==> src/rtl/pcs_mdio_pkg.sv <==
// Shared constants, opcodes, register addresses and the frame FSM state type for the MMD 3 MDIO slave.
package pcs_mdio_pkg;

    localparam logic [1:0] OP_ADDR     = 2'b00;
    localparam logic [1:0] OP_WRITE    = 2'b01;
    localparam logic [1:0] OP_READ_INC = 2'b10;
    localparam logic [1:0] OP_READ     = 2'b11;

    localparam logic [4:0] DEVAD_PCS     = 5'd3;
    localparam logic [5:0] PREAMBLE_ONES = 6'd32;

    localparam logic [15:0] ADDR_CTRL1       = 16'd0;
    localparam logic [15:0] ADDR_STAT1       = 16'd1;
    localparam logic [15:0] ADDR_BASER_STAT1 = 16'd32;
    localparam logic [15:0] ADDR_BASER_STAT2 = 16'd33;
    localparam logic [15:0] ADDR_TEST_CTRL   = 16'd42;
    localparam logic [15:0] ADDR_TEST_ERR    = 16'd43;
    localparam logic [15:0] ADDR_ALIGN_STAT  = 16'd50;
    localparam logic [15:0] ADDR_AM_LOCK     = 16'd52;
    localparam logic [15:0] ADDR_BIP0        = 16'd200;
    localparam logic [15:0] ADDR_LANE_MAP0   = 16'd400;

    typedef enum logic [2:0] {
        ST_IDLE,
        ST_START,
        ST_OP,
        ST_PRTAD,
        ST_DEVAD,
        ST_TA,
        ST_DATA
    } mdioState_e;

endpackage

==> src/rtl/mdio_frame_fsm.sv <==
// Clause 45 frame engine: preamble hunt, field capture, turnaround and serial read-data drive.
module mdio_frame_fsm
    import pcs_mdio_pkg::*;
#(
    parameter logic [4:0] PRTAD = 5'd0
) (
    input  logic        clk_i,
    input  logic        reset_i,
    input  logic        mdio_i,
    input  logic [15:0] rdData_i,
    output logic        mdioOut_o,
    output logic        mdioOe_o,
    output logic        addrStb_o,
    output logic        wrStb_o,
    output logic        rdSnap_o,
    output logic        rdDone_o,
    output logic        rdInc_o,
    output logic [15:0] data_o
);

    mdioState_e  state_q, state_d;
    logic [3:0]  bitCnt_q, bitCnt_d;
    logic [5:0]  onesCnt_q, onesCnt_d;
    logic [15:0] shift_q, shift_d;
    logic [15:0] tx_q, tx_d;
    logic [1:0]  op_q, op_d;
    logic        prtadOk_q, prtadOk_d;
    logic        accept_q, accept_d;
    logic        oe_q, oe_d;
    logic        out_q, out_d;
    logic [4:0]  field;
    logic        isRead;

    assign field  = shift_d[4:0];
    assign isRead = accept_q && op_q[1];

    always_comb begin
        state_d   = state_q;
        bitCnt_d  = bitCnt_q + 4'd1;
        onesCnt_d = onesCnt_q;
        shift_d   = {shift_q[14:0], mdio_i};
        tx_d      = tx_q;
        op_d      = op_q;
        prtadOk_d = prtadOk_q;
        accept_d  = accept_q;
        oe_d      = oe_q;
        out_d     = out_q;
        addrStb_o = 1'b0;
        wrStb_o   = 1'b0;
        rdSnap_o  = 1'b0;
        rdDone_o  = 1'b0;
        rdInc_o   = 1'b0;
        data_o    = shift_d;
        case (state_q)
            ST_IDLE: begin
                bitCnt_d = '0;
                if (mdio_i) begin
                    onesCnt_d = (onesCnt_q == PREAMBLE_ONES) ? onesCnt_q : onesCnt_q + 6'd1;
                end else begin
                    onesCnt_d = '0;
                    if (onesCnt_q == PREAMBLE_ONES) state_d = ST_START;
                end
            end
            ST_START: begin
                bitCnt_d = '0;
                state_d  = mdio_i ? ST_IDLE : ST_OP;
            end
            ST_OP: if (bitCnt_q == 4'd1) begin
                op_d     = field[1:0];
                state_d  = ST_PRTAD;
                bitCnt_d = '0;
            end
            ST_PRTAD: if (bitCnt_q == 4'd4) begin
                prtadOk_d = (field == PRTAD);
                state_d   = ST_DEVAD;
                bitCnt_d  = '0;
            end
            ST_DEVAD: if (bitCnt_q == 4'd4) begin
                accept_d = prtadOk_q && (field == DEVAD_PCS);
                rdSnap_o = accept_d && op_q[1];
                state_d  = ST_TA;
                bitCnt_d = '0;
            end
            ST_TA: begin
                if (bitCnt_q == 4'd0) begin
                    if (isRead) begin
                        oe_d  = 1'b1;
                        out_d = 1'b0;
                    end
                end else begin
                    state_d  = ST_DATA;
                    bitCnt_d = '0;
                    if (isRead) begin
                        out_d = rdData_i[15];
                        tx_d  = {rdData_i[14:0], 1'b0};
                    end
                end
            end
            ST_DATA: begin
                if (bitCnt_q == 4'd15) begin
                    state_d  = ST_IDLE;
                    bitCnt_d = '0;
                    oe_d     = 1'b0;
                    out_d    = 1'b1;
                    if (accept_q) begin
                        case (op_q)
                            OP_ADDR:  addrStb_o = 1'b1;
                            OP_WRITE: wrStb_o   = 1'b1;
                            default: begin
                                rdDone_o = 1'b1;
                                rdInc_o  = (op_q == OP_READ_INC);
                            end
                        endcase
                    end
                end else if (oe_q) begin
                    out_d = tx_q[15];
                    tx_d  = {tx_q[14:0], 1'b0};
                end
            end
            default: state_d = ST_IDLE;
        endcase
    end

    always_ff @(posedge clk_i) begin
        if (reset_i) begin
            state_q   <= ST_IDLE;
            bitCnt_q  <= '0;
            onesCnt_q <= '0;
            shift_q   <= '0;
            tx_q      <= '0;
            op_q      <= '0;
            prtadOk_q <= 1'b0;
            accept_q  <= 1'b0;
            oe_q      <= 1'b0;
            out_q     <= 1'b1;
        end else begin
            state_q   <= state_d;
            bitCnt_q  <= bitCnt_d;
            onesCnt_q <= onesCnt_d;
            shift_q   <= shift_d;
            tx_q      <= tx_d;
            op_q      <= op_d;
            prtadOk_q <= prtadOk_d;
            accept_q  <= accept_d;
            oe_q      <= oe_d;
            out_q     <= out_d;
        end
    end

    assign mdioOut_o = out_q;
    assign mdioOe_o  = oe_q;

endmodule

==> src/rtl/pcs_mdio_mmd3.sv <==
// MMD 3 register file behind a Clause 45 MDIO slave for the 40G PCS wrapper.
// Define PCS_MDIO_CLEAR_ON_READ_EN to build baseline registers giving clear-on-read counters.
module pcs_mdio_mmd3
    import pcs_mdio_pkg::*;
#(
    parameter logic [4:0] PRTAD            = 5'd0,
    parameter int         PCS_RESET_CYCLES = 16
) (
    input  logic        MDC,
    input  logic        reset,
    input  logic        MDIO_IN,
    output logic        MDIO_OUT,
    output logic        MDIO_OE,
    output logic        pcs_reset,
    output logic        loopback,
    output logic        tx_test_mode,
    output logic        rx_test_mode,
    input  logic        PCS_status,
    input  logic        hi_ber,
    input  logic        align_status,
    input  logic [3:0]  block_lock,
    input  logic [3:0]  am_lock,
    input  logic [21:0] ber_count,
    input  logic [21:0] errored_block_count,
    input  logic [15:0] test_pattern_error_count,
    input  logic [63:0] bip_counters,
    input  logic [7:0]  lane_mapping
);

    localparam int RCW = $clog2(PCS_RESET_CYCLES + 1);

    logic        addrStb, wrStb, rdSnap, rdDone, rdInc;
    logic [15:0] fsmData, rdMux, snapData_q, addr_q;
    logic [10:0] sync1_q, sync2_q;
    logic        loopback_q, txTest_q, rxTest_q, linkLatch_q;
    logic [RCW-1:0] rstCnt_q;
    logic        linkLive, hiBerSync, alignSync;
    logic [3:0]  blockLockSync, amLockSync;
    logic [5:0]  berOut;
    logic [7:0]  ebcOut;
    logic [15:0] tpeOut;
    logic [15:0] bipLive [4];
    logic [15:0] bipOut [4];
    logic        unusedBits;

    mdio_frame_fsm #(.PRTAD(PRTAD)) uFsm (
        .clk_i     (MDC),
        .reset_i   (reset),
        .mdio_i    (MDIO_IN),
        .rdData_i  (snapData_q),
        .mdioOut_o (MDIO_OUT),
        .mdioOe_o  (MDIO_OE),
        .addrStb_o (addrStb),
        .wrStb_o   (wrStb),
        .rdSnap_o  (rdSnap),
        .rdDone_o  (rdDone),
        .rdInc_o   (rdInc),
        .data_o    (fsmData)
    );

    assign {linkLive, hiBerSync, alignSync, blockLockSync, amLockSync} = sync2_q;
    assign unusedBits = ^{ber_count[21:6], errored_block_count[21:8]};

    always_comb begin
        for (int n = 0; n < 4; n++) bipLive[n] = bip_counters[16*n +: 16];
    end

`ifdef PCS_MDIO_CLEAR_ON_READ_EN
    logic [5:0]  baseBer_q;
    logic [7:0]  baseEbc_q;
    logic [15:0] baseTpe_q, snapLive_q, liveMux;
    logic [15:0] baseBip_q [4];

    always_comb begin
        liveMux = '0;
        case (addr_q)
            ADDR_BASER_STAT2: liveMux = {2'b00, ber_count[5:0], errored_block_count[7:0]};
            ADDR_TEST_ERR:    liveMux = test_pattern_error_count;
            default:          liveMux = '0;
        endcase
        for (int n = 0; n < 4; n++) begin
            if (addr_q == ADDR_BIP0 + 16'(n)) liveMux = bipLive[n];
        end
        berOut = ber_count[5:0] - baseBer_q;
        ebcOut = errored_block_count[7:0] - baseEbc_q;
        tpeOut = test_pattern_error_count - baseTpe_q;
        for (int n = 0; n < 4; n++) bipOut[n] = bipLive[n] - baseBip_q[n];
    end

    // Baselines move to the value the reader actually saw, not the value at frame end.
    always_ff @(posedge MDC) begin
        if (reset) begin
            baseBer_q  <= '0;
            baseEbc_q  <= '0;
            baseTpe_q  <= '0;
            snapLive_q <= '0;
            for (int n = 0; n < 4; n++) baseBip_q[n] <= '0;
        end else begin
            if (rdSnap) snapLive_q <= liveMux;
            if (rdDone) begin
                if (addr_q == ADDR_BASER_STAT2) begin
                    baseBer_q <= snapLive_q[13:8];
                    baseEbc_q <= snapLive_q[7:0];
                end
                if (addr_q == ADDR_TEST_ERR) baseTpe_q <= snapLive_q;
                for (int n = 0; n < 4; n++) begin
                    if (addr_q == ADDR_BIP0 + 16'(n)) baseBip_q[n] <= snapLive_q;
                end
            end
        end
    end
`else
    always_comb begin
        berOut = ber_count[5:0];
        ebcOut = errored_block_count[7:0];
        tpeOut = test_pattern_error_count;
        for (int n = 0; n < 4; n++) bipOut[n] = bipLive[n];
    end
`endif

    always_comb begin
        rdMux = '0;
        case (addr_q)
            ADDR_CTRL1:       rdMux = {pcs_reset, loopback_q, 14'b0};
            ADDR_STAT1:       rdMux = {13'b0, linkLatch_q, 2'b00};
            ADDR_BASER_STAT1: rdMux = {3'b000, linkLive, 10'b0, hiBerSync, &blockLockSync};
            ADDR_BASER_STAT2: rdMux = {2'b00, berOut, ebcOut};
            ADDR_TEST_CTRL:   rdMux = {12'b0, txTest_q, rxTest_q, 2'b00};
            ADDR_TEST_ERR:    rdMux = tpeOut;
            ADDR_ALIGN_STAT:  rdMux = {3'b000, alignSync, 8'b0, blockLockSync};
            ADDR_AM_LOCK:     rdMux = {12'b0, amLockSync};
            default:          rdMux = '0;
        endcase
        for (int n = 0; n < 4; n++) begin
            if (addr_q == ADDR_BIP0 + 16'(n))      rdMux = bipOut[n];
            if (addr_q == ADDR_LANE_MAP0 + 16'(n)) rdMux = {14'b0, lane_mapping[2*n +: 2]};
        end
    end

    // A latch-low event on the re-arm edge still clears the bit because linkLive is 0 then.
    always_ff @(posedge MDC) begin
        if (reset) begin
            sync1_q     <= '0;
            sync2_q     <= '0;
            snapData_q  <= '0;
            addr_q      <= '0;
            loopback_q  <= 1'b0;
            txTest_q    <= 1'b0;
            rxTest_q    <= 1'b0;
            linkLatch_q <= 1'b0;
            rstCnt_q    <= '0;
        end else begin
            sync1_q     <= {PCS_status, hi_ber, align_status, block_lock, am_lock};
            sync2_q     <= sync1_q;
            linkLatch_q <= linkLatch_q & linkLive;
            if (rdSnap) snapData_q <= rdMux;
            if (rstCnt_q != '0) rstCnt_q <= rstCnt_q - RCW'(1);
            if (addrStb) addr_q <= fsmData;
            if (wrStb) begin
                if (addr_q == ADDR_CTRL1) begin
                    loopback_q <= fsmData[14];
                    if (fsmData[15]) rstCnt_q <= RCW'(PCS_RESET_CYCLES);
                end
                if (addr_q == ADDR_TEST_CTRL) begin
                    txTest_q <= fsmData[3];
                    rxTest_q <= fsmData[2];
                end
            end
            if (rdDone) begin
                if (rdInc) addr_q <= addr_q + 16'd1;
                if (addr_q == ADDR_STAT1) linkLatch_q <= linkLive;
            end
        end
    end

    assign pcs_reset    = (rstCnt_q != '0);
    assign loopback     = loopback_q;
    assign tx_test_mode = txTest_q;
    assign rx_test_mode = rxTest_q;

endmodule
==> config.mk <==
export PLATFORM = sky130hd
export DESIGN_NAME = pcs_mdio_mmd3
export DESIGN_NICKNAME = d
export VERILOG_FILES = /design/src/rtl/pcs_mdio_pkg.sv /design/src/rtl/mdio_frame_fsm.sv /design/src/rtl/pcs_mdio_mmd3.sv
export SDC_FILE = /design/constraint.sdc
export NUM_CORES = 1
export LEC_CHECK = 0
export ABC_CLOCK_PERIOD_IN_PS = 2700
export CORE_MARGIN = 5
export CORE_UTILIZATION = 50
export CTS_CLUSTER_SIZE = 30
export DETAILED_ROUTE_END_ITERATION = 12
export PLACE_DENSITY = 0.81
export SETUP_SLACK_MARGIN = 0.02
export SKIP_CTS_REPAIR_TIMING = 1
export SLEW_MARGIN = 40
export SYNTH_ARGS = -nofsm -noshare
export SYNTH_HDL_FRONTEND = slang
export SYNTH_SLANG_ARGS = --single-unit
==> constraint.sdc <==
create_clock -name MDC -period 2.7 [get_ports MDC]
set_input_delay 0.54 -clock MDC [delete_from_list [all_inputs] [get_ports MDC]]
set_output_delay 0.54 -clock MDC [all_outputs]
set_load 0.01 [all_outputs]
### Yosys cells after proc, flatten, opt, wreduce, memory -nomap -nowiden

Cells that the tools add are included.

| cells by class | value |
|---|---|
| $add $sub $neg | 4 |
| equality and inequality tests | 41 |
| mux-type cells | 67 |
| bitwise operators | 1 |
| reductions and logical operators | 24 |

Operators by type and width:

| operator | count |
|---|---|
| two-way mux 16 bit | 15 |
| case mux 16 bit (8 select lines) | 1 |
| == test 16 x 6 -> 1 bit (second input constant) | 6 |
| == test 16 x 8 -> 1 bit (second input constant) | 4 |
| == test 16 x 9 -> 1 bit (second input constant) | 4 |
| case mux 16 bit (2 select lines) | 1 |
| two-way mux 1 bit | 28 |
| two-way mux 3 bit | 7 |
| case mux 3 bit (7 select lines) | 1 |
| two-way mux 5 bit | 4 |
| case mux 4 bit (5 select lines) | 1 |
| adder 16 x 1 -> 16 bit (second input constant) | 1 |
| == test 16 x 1 -> 1 bit (second input constant) | 1 |
| logical NOT 16 bit | 1 |
| two-way mux 4 bit | 4 |
| inequality test 2 x 1 -> 1 bit (second input constant) | 8 |
| two-way mux 6 bit | 2 |
| AND reduction 2 bit | 6 |
| == test 3 bit (second input constant) | 3 |
| inequality test 2 bit (second input constant) | 4 |
| AND reduction 4 bit | 2 |
| AND reduction 7 bit | 1 |
| adder 6 x 1 -> 6 bit (second input constant) | 1 |
| == test 3 x 2 -> 1 bit (second input constant) | 2 |
| 24 further kinds | 29 |

| storage, ports and cells | value |
|---|---|
| register bits after elaboration | 113 |
| input port bits | 146 |
| output and inout port bits | 6 |

### Longest topological paths before layout

| depth | value |
|---|---|
| depth in word-level cells | 10 |
| mapped depth | 10 |
| depth with buffers taken out | 8 |

### Cells and area by module

A second synthesis with hierarchy kept.

| unflattened totals | value |
|---|---|
| cells, all modules | 740 |
| area total of the unflattened synthesis | 6169.7 µm² |

Modules (own cells, without submodules):

| module | times used | cells each | area each (µm²) |
|---|---|---|---|
| pcs_mdio_mmd3 | 1 | 481 | 3794.9 |
| mdio_frame_fsm | 1 | 259 | 2374.8 |

### Worst setup path after synthesis

No wires, ideal clock.

| path | value |
|---|---|
| path kind | register -> register |
| from | register addr_q[12] |
| to | register snapData_q[15] |
| library setup time | 0.127 ns |
| data arrival time | 2.262 ns |
| slack | 0.312 ns |
| stages on the path, launching flop included | 8 |
| path buffers | 1 |
| clock period less this slack | 2.388 ns |
| cells stage by stage | dfxtp_1 > or4_1 > buf_6 > nor4_4 > and3_2 > nor4b_4 > a22o_1 > or3_1 |

| between the ends | value |
|---|---|
| word-level cells in the longest chain between the ends | 10 |
| elaborated cells on any way between the ends | 25 |
| those cells by class | eq/ne: 15; mux: 9; reduce/logical: 1 |

RTL lines:

| element | RTL line | text |
|---|---|---|
| from (decl) | pcs_mdio_mmd3.sv:33 | `logic [15:0] fsmData, rdMux, snapData_q, addr_q;` |
| from (signal assigned) | pcs_mdio_mmd3.sv:158 | `if (addrStb) addr_q <= fsmData;` |
| from (signal assigned) | pcs_mdio_mmd3.sv:170 | `if (rdInc) addr_q <= addr_q + 16'd1;` |
| == test 16 x 6 -> 1 bit (tied with other cells) | pcs_mdio_mmd3.sv:123 | `case (addr_q)` |
| case mux 16 bit (8 select lines) | pcs_mdio_mmd3.sv:123 |  |
| two-way mux 16 bit | pcs_mdio_mmd3.sv:135 | `if (addr_q == ADDR_BIP0 + 16'(n)) rdMux = bipOut[n];` |
| two-way mux 16 bit | pcs_mdio_mmd3.sv:136 | `if (addr_q == ADDR_LANE_MAP0 + 16'(n)) rdMux = {14'b0, lane_mapping[2*n +: 2]};` |
| two-way mux 16 bit | pcs_mdio_mmd3.sv:135 |  |
| two-way mux 16 bit | pcs_mdio_mmd3.sv:136 |  |
| two-way mux 16 bit | pcs_mdio_mmd3.sv:135 |  |
| two-way mux 16 bit | pcs_mdio_mmd3.sv:136 |  |
| two-way mux 16 bit | pcs_mdio_mmd3.sv:135 |  |
| two-way mux 16 bit (*) | pcs_mdio_mmd3.sv:136 |  |
| to (signal assigned) | pcs_mdio_mmd3.sv:156 | `if (rdSnap) snapData_q <= rdMux;` |
| to (decl) | pcs_mdio_mmd3.sv:33 |  |

Every way passes the cells marked *; elsewhere a longest branch is shown, timed or not.
A chain may end at the register's enable or synchronous reset.

### Final worst setup path

Ends and elaborated chain as after synthesis.

==> impl_metrics.json <==
{
  "yosysUniqueCellTypes": 71,
  "crit_path_end_kind": "register",
  "dp_hpwl_um": 13200,
  "status": "completed",
  "clk_pin_slew_ns": 0.07,
  "clockRootBuffer": "clkbuf_16",
  "rsz0062_at_grt": "yes",
  "setup_slack_ns": 0.0833,
  "synth_xor_area_share_pct": 1.48,
  "period_share_pct": 96.9,
  "syn_area_per_cell_um2": 8.33,
  "drcViolationCount": 0,
  "crit_path_start": "addr_q[12]",
  "power_density_mw_per_mm2": 453,
  "slew_viol_final": 0,
  "ys.flop_type": "dfxtp_1",
  "crit_fanout": 13,
  "start_kind": "register",
  "synth_top_family_by_area": "simple AND/OR/NAND/NOR gates",
  "worstPathRequired_ns": 2.94,
  "cts.path.max_buffers": 2,
  "max-vdd-ir-drop_mv": 0.425,
  "netlist_area_mm2": 0.00592,
  "crit_chain": "or4_1 > buf_4 > nor4_4 > buf_4 > a221oi_1 > and3_4 > and3_4 > or3_1",
  "die_y_um": 119,
  "dpl_worst_slack_ns": 0.0735,
  "gr-total-overflow": 0,
  "ant_nets": 0,
  "tns_ns": 0,
  "grt_pass1_vias": 5604,
  "vias_per_cell": 5.99,
  "synth_nets": 868,
  "wire_per_inst_um": 17.8,
  "slew_headroom_pct": 51.8,
  "hold_violations": 0,
  "clock_skew_ns": 0.00714,
  "track_usage_pct": 24.2,
  "cellLeakagePower_uw": 0.00265,
  "grt_pass1_wl_um": 28100,
  "synth_cells": 711,
  "initialDrtViolationCount": 620,
  "ys_seq_area_share_pct": 37.9,
  "hold_path.class": "reg2reg",
  "use_met2_pct": 40.2,
  "wl_um": 17300,
  "synthAdderAreaFrac_pct": 2.32,
  "synth-simple-area-share_pct": 29.3,
  "finalSetupViolCount": 0,
  "timing_worst_setup_path_type": "reg2reg",
  "grt-busiest-layer": "met2",
  "grt_util_met1_pct": 30.9,
  "globalplace.congestion": 0.947,
  "antenna_found_initial": 0,
  "synth_compound_area_share_pct": 21.8,
  "die_w_um": 119,
  "ys_ff_latch": 112,
  "r2r-start": "addr_q[12]",
  "die-area_mm2": 0.0141,
  "vias": 5846,
  "max-cap-violations": 0,
  "initial_core_util_pct": 51.4,
  "num_io_pins": 152,
  "drt_first_pass_iters": 9,
  "synth-edff-count": 0,
  "whs_ns": 0.436,
  "drive_gt1_share_pct": 10.4,
  "muxShareOfSynthArea_pct": 2.39,
  "core-area_mm2": 0.0115,
  "core.rowCount": 39,
  "tightest_slew_ns": 0.717,
  "ys_async_sr_fraction_pct": 0,
  "period_needed_ns": 2.62,
  "clock_sinks": 112,
  "area_growth_pct": 30.6,
  "grt_max_degree": 67,
  "ys_warn_count": 0,
  "cts_tree": "done",
  "arrival_ns": 2.86,
  "max_freq_mhz": 382,
  "nNetsFinal": 986,
  "cts_buffers": 9,
  "use_met3_pct": 5.59,
  "final_util_pct": 67.2,
  "clock_latency_ns": 0.36,
  "antenna-diode-count": 0,
  "holdCritStartpoint": "sync1_q[5]",
  "critPathMaxStageDelay_ns": 0.57,
  "crit_slowest_cell": "or4_1",
  "cts.htree.levels": 3,
  "io_buffers": 121
}
[Yosys cell counts (3+ instances only)]
cell / number / area, um2
a221oi_1: 3 / 26.3
o2111ai_1: 3 / 26.3
dfxtp_1: 112 / 2240
and3_1: 12 / 75.1
nand2b_1: 8 / 50.1
a21o_1: 3 / 22.5
a22oi_1: 26 / 195
nor2_1: 73 / 274
nand4_1: 7 / 43.8
o22ai_1: 4 / 25.0
a32o_1: 8 / 80.1
xor2_1: 4 / 35.0
inv_1: 17 / 63.8
a211oi_1: 7 / 52.6
mux2i_1: 13 / 130
a32oi_1: 8 / 70.1
a21oi_1: 25 / 125
xnor2_1: 6 / 52.6
nand4b_1: 5 / 43.8
a311oi_1: 14 / 123
clkbuf_1: 40 / 150
a222oi_1: 9 / 90.1
and2_1: 11 / 68.8
a22o_1: 10 / 87.6
nand2_1: 71 / 267
nor4_4: 3 / 63.8
or3_1: 8 / 50.1
buf_2: 7 / 35.0
buf_4: 3 / 22.5
or4b_2: 3 / 30.0
nand3b_1: 4 / 30.0
o21ai_0: 26 / 130
a31oi_1: 3 / 18.8
o21a_1: 7 / 52.6
ha_1: 11 / 138
nor3_1: 18 / 90.1
nor2b_1: 41 / 257
nor4_1: 7 / 43.8
nand3_1: 28 / 140
[stage by stage]
| step | power, uW | cell area (um2) | instances |
|---|---|---|---|
| finish | 3510 | 7740 | 976 |
| global route | 3650 | 7740 | 976 |
| CTS | 3530 | 7680 | 975 |
| detailed placement | 2210 | 7390 | 960 |
| global placement | 2200 | 7390 | 960 |
| floorplan | 1960 | 5920 | 711 |
[placed cells by master, fill, tap and decap left out, types with 14 or more instances in the layout]
cell             count
o21ai_0             26
nor3_1              17
a22oi_1             25
nor2b_1             41
nand2_1             71
nor2_1              72
a21oi_1             25
inv_1               17
nand3_1             28
clkdlybuf4s50_1    120
dfxtp_1            112
buf_4               36
a311oi_1            14
[routing by layer]
metal / part of all wire [%] / vias up
met4: 2.7 / 0
met3: 7.0 / 40
met1: 41 / 2744
li1: - / 2847
met5: 0 / -
met2: 49 / 215
[cell type report]
| cell class | instances | area, um2 |
|---|---|---|
| Sequential cell | 112 | 2240 |
| Multi-Input combinational cell | 530 | 3440 |
| Clock buffer | 9 | 225 |
| Inverter | 17 | 63.8 |
| Fill cell | 932 | 3780 |
| Clock inverter | 6 | 70.1 |
| Tap cell | 143 | 179 |
| Timing Repair Buffer | 159 | 1520 |
[cell families (layout without fill, tap and decap cells)]
logic type               Yosys count  after routing
multiplexers                      14             14
AND/OR/NAND/NOR                  320            320
AO/OA/AOI/OAI                    175            175
XOR/XNOR                          10             10
flip-flops                       112            112
adder cells (fa/ha/maj)           11             11
buffers and inverters             69            191
[final timing paths]
kind	cells past startpoint	slack, ns	endpoint
max reg2reg	8	0.08	snapData_q[15]
max	8	0.08	snapData_q[15]
min reg2reg	1	0.44	sync2_q[5]
min	1	0.44	sync2_q[5]
[worst max-delay path: cells and delay by family, from the launching register on]
kind / cells / cell delay (ns)
AND/OR/NAND/NOR: 5 / 1.55
buffers and inverters: 2 / 0.46
flip-flops: 1 / 0.35
AO/OA/AOI/OAI: 1 / 0.14
[registers in the layout, indices dropped and copies added (netlist names), 3 cells and up]
name / cells
uFsm.bitCnt_q: 4
snapData_q: 16
sync1_q: 11
sync2_q: 11
uFsm.tx_q: 15
addr_q: 16
uFsm.state_q: 3
rstCnt_q: 5
uFsm.shift_q: 15
uFsm.onesCnt_q: 6
[where the power goes]
group          internal, uW  leakage [uW]  switching [uW]
clock                   721      0.000146             605
combinational           262       0.00160             186
sequential             1700      0.000909            31.3
(Power assumes the default switching activity.)
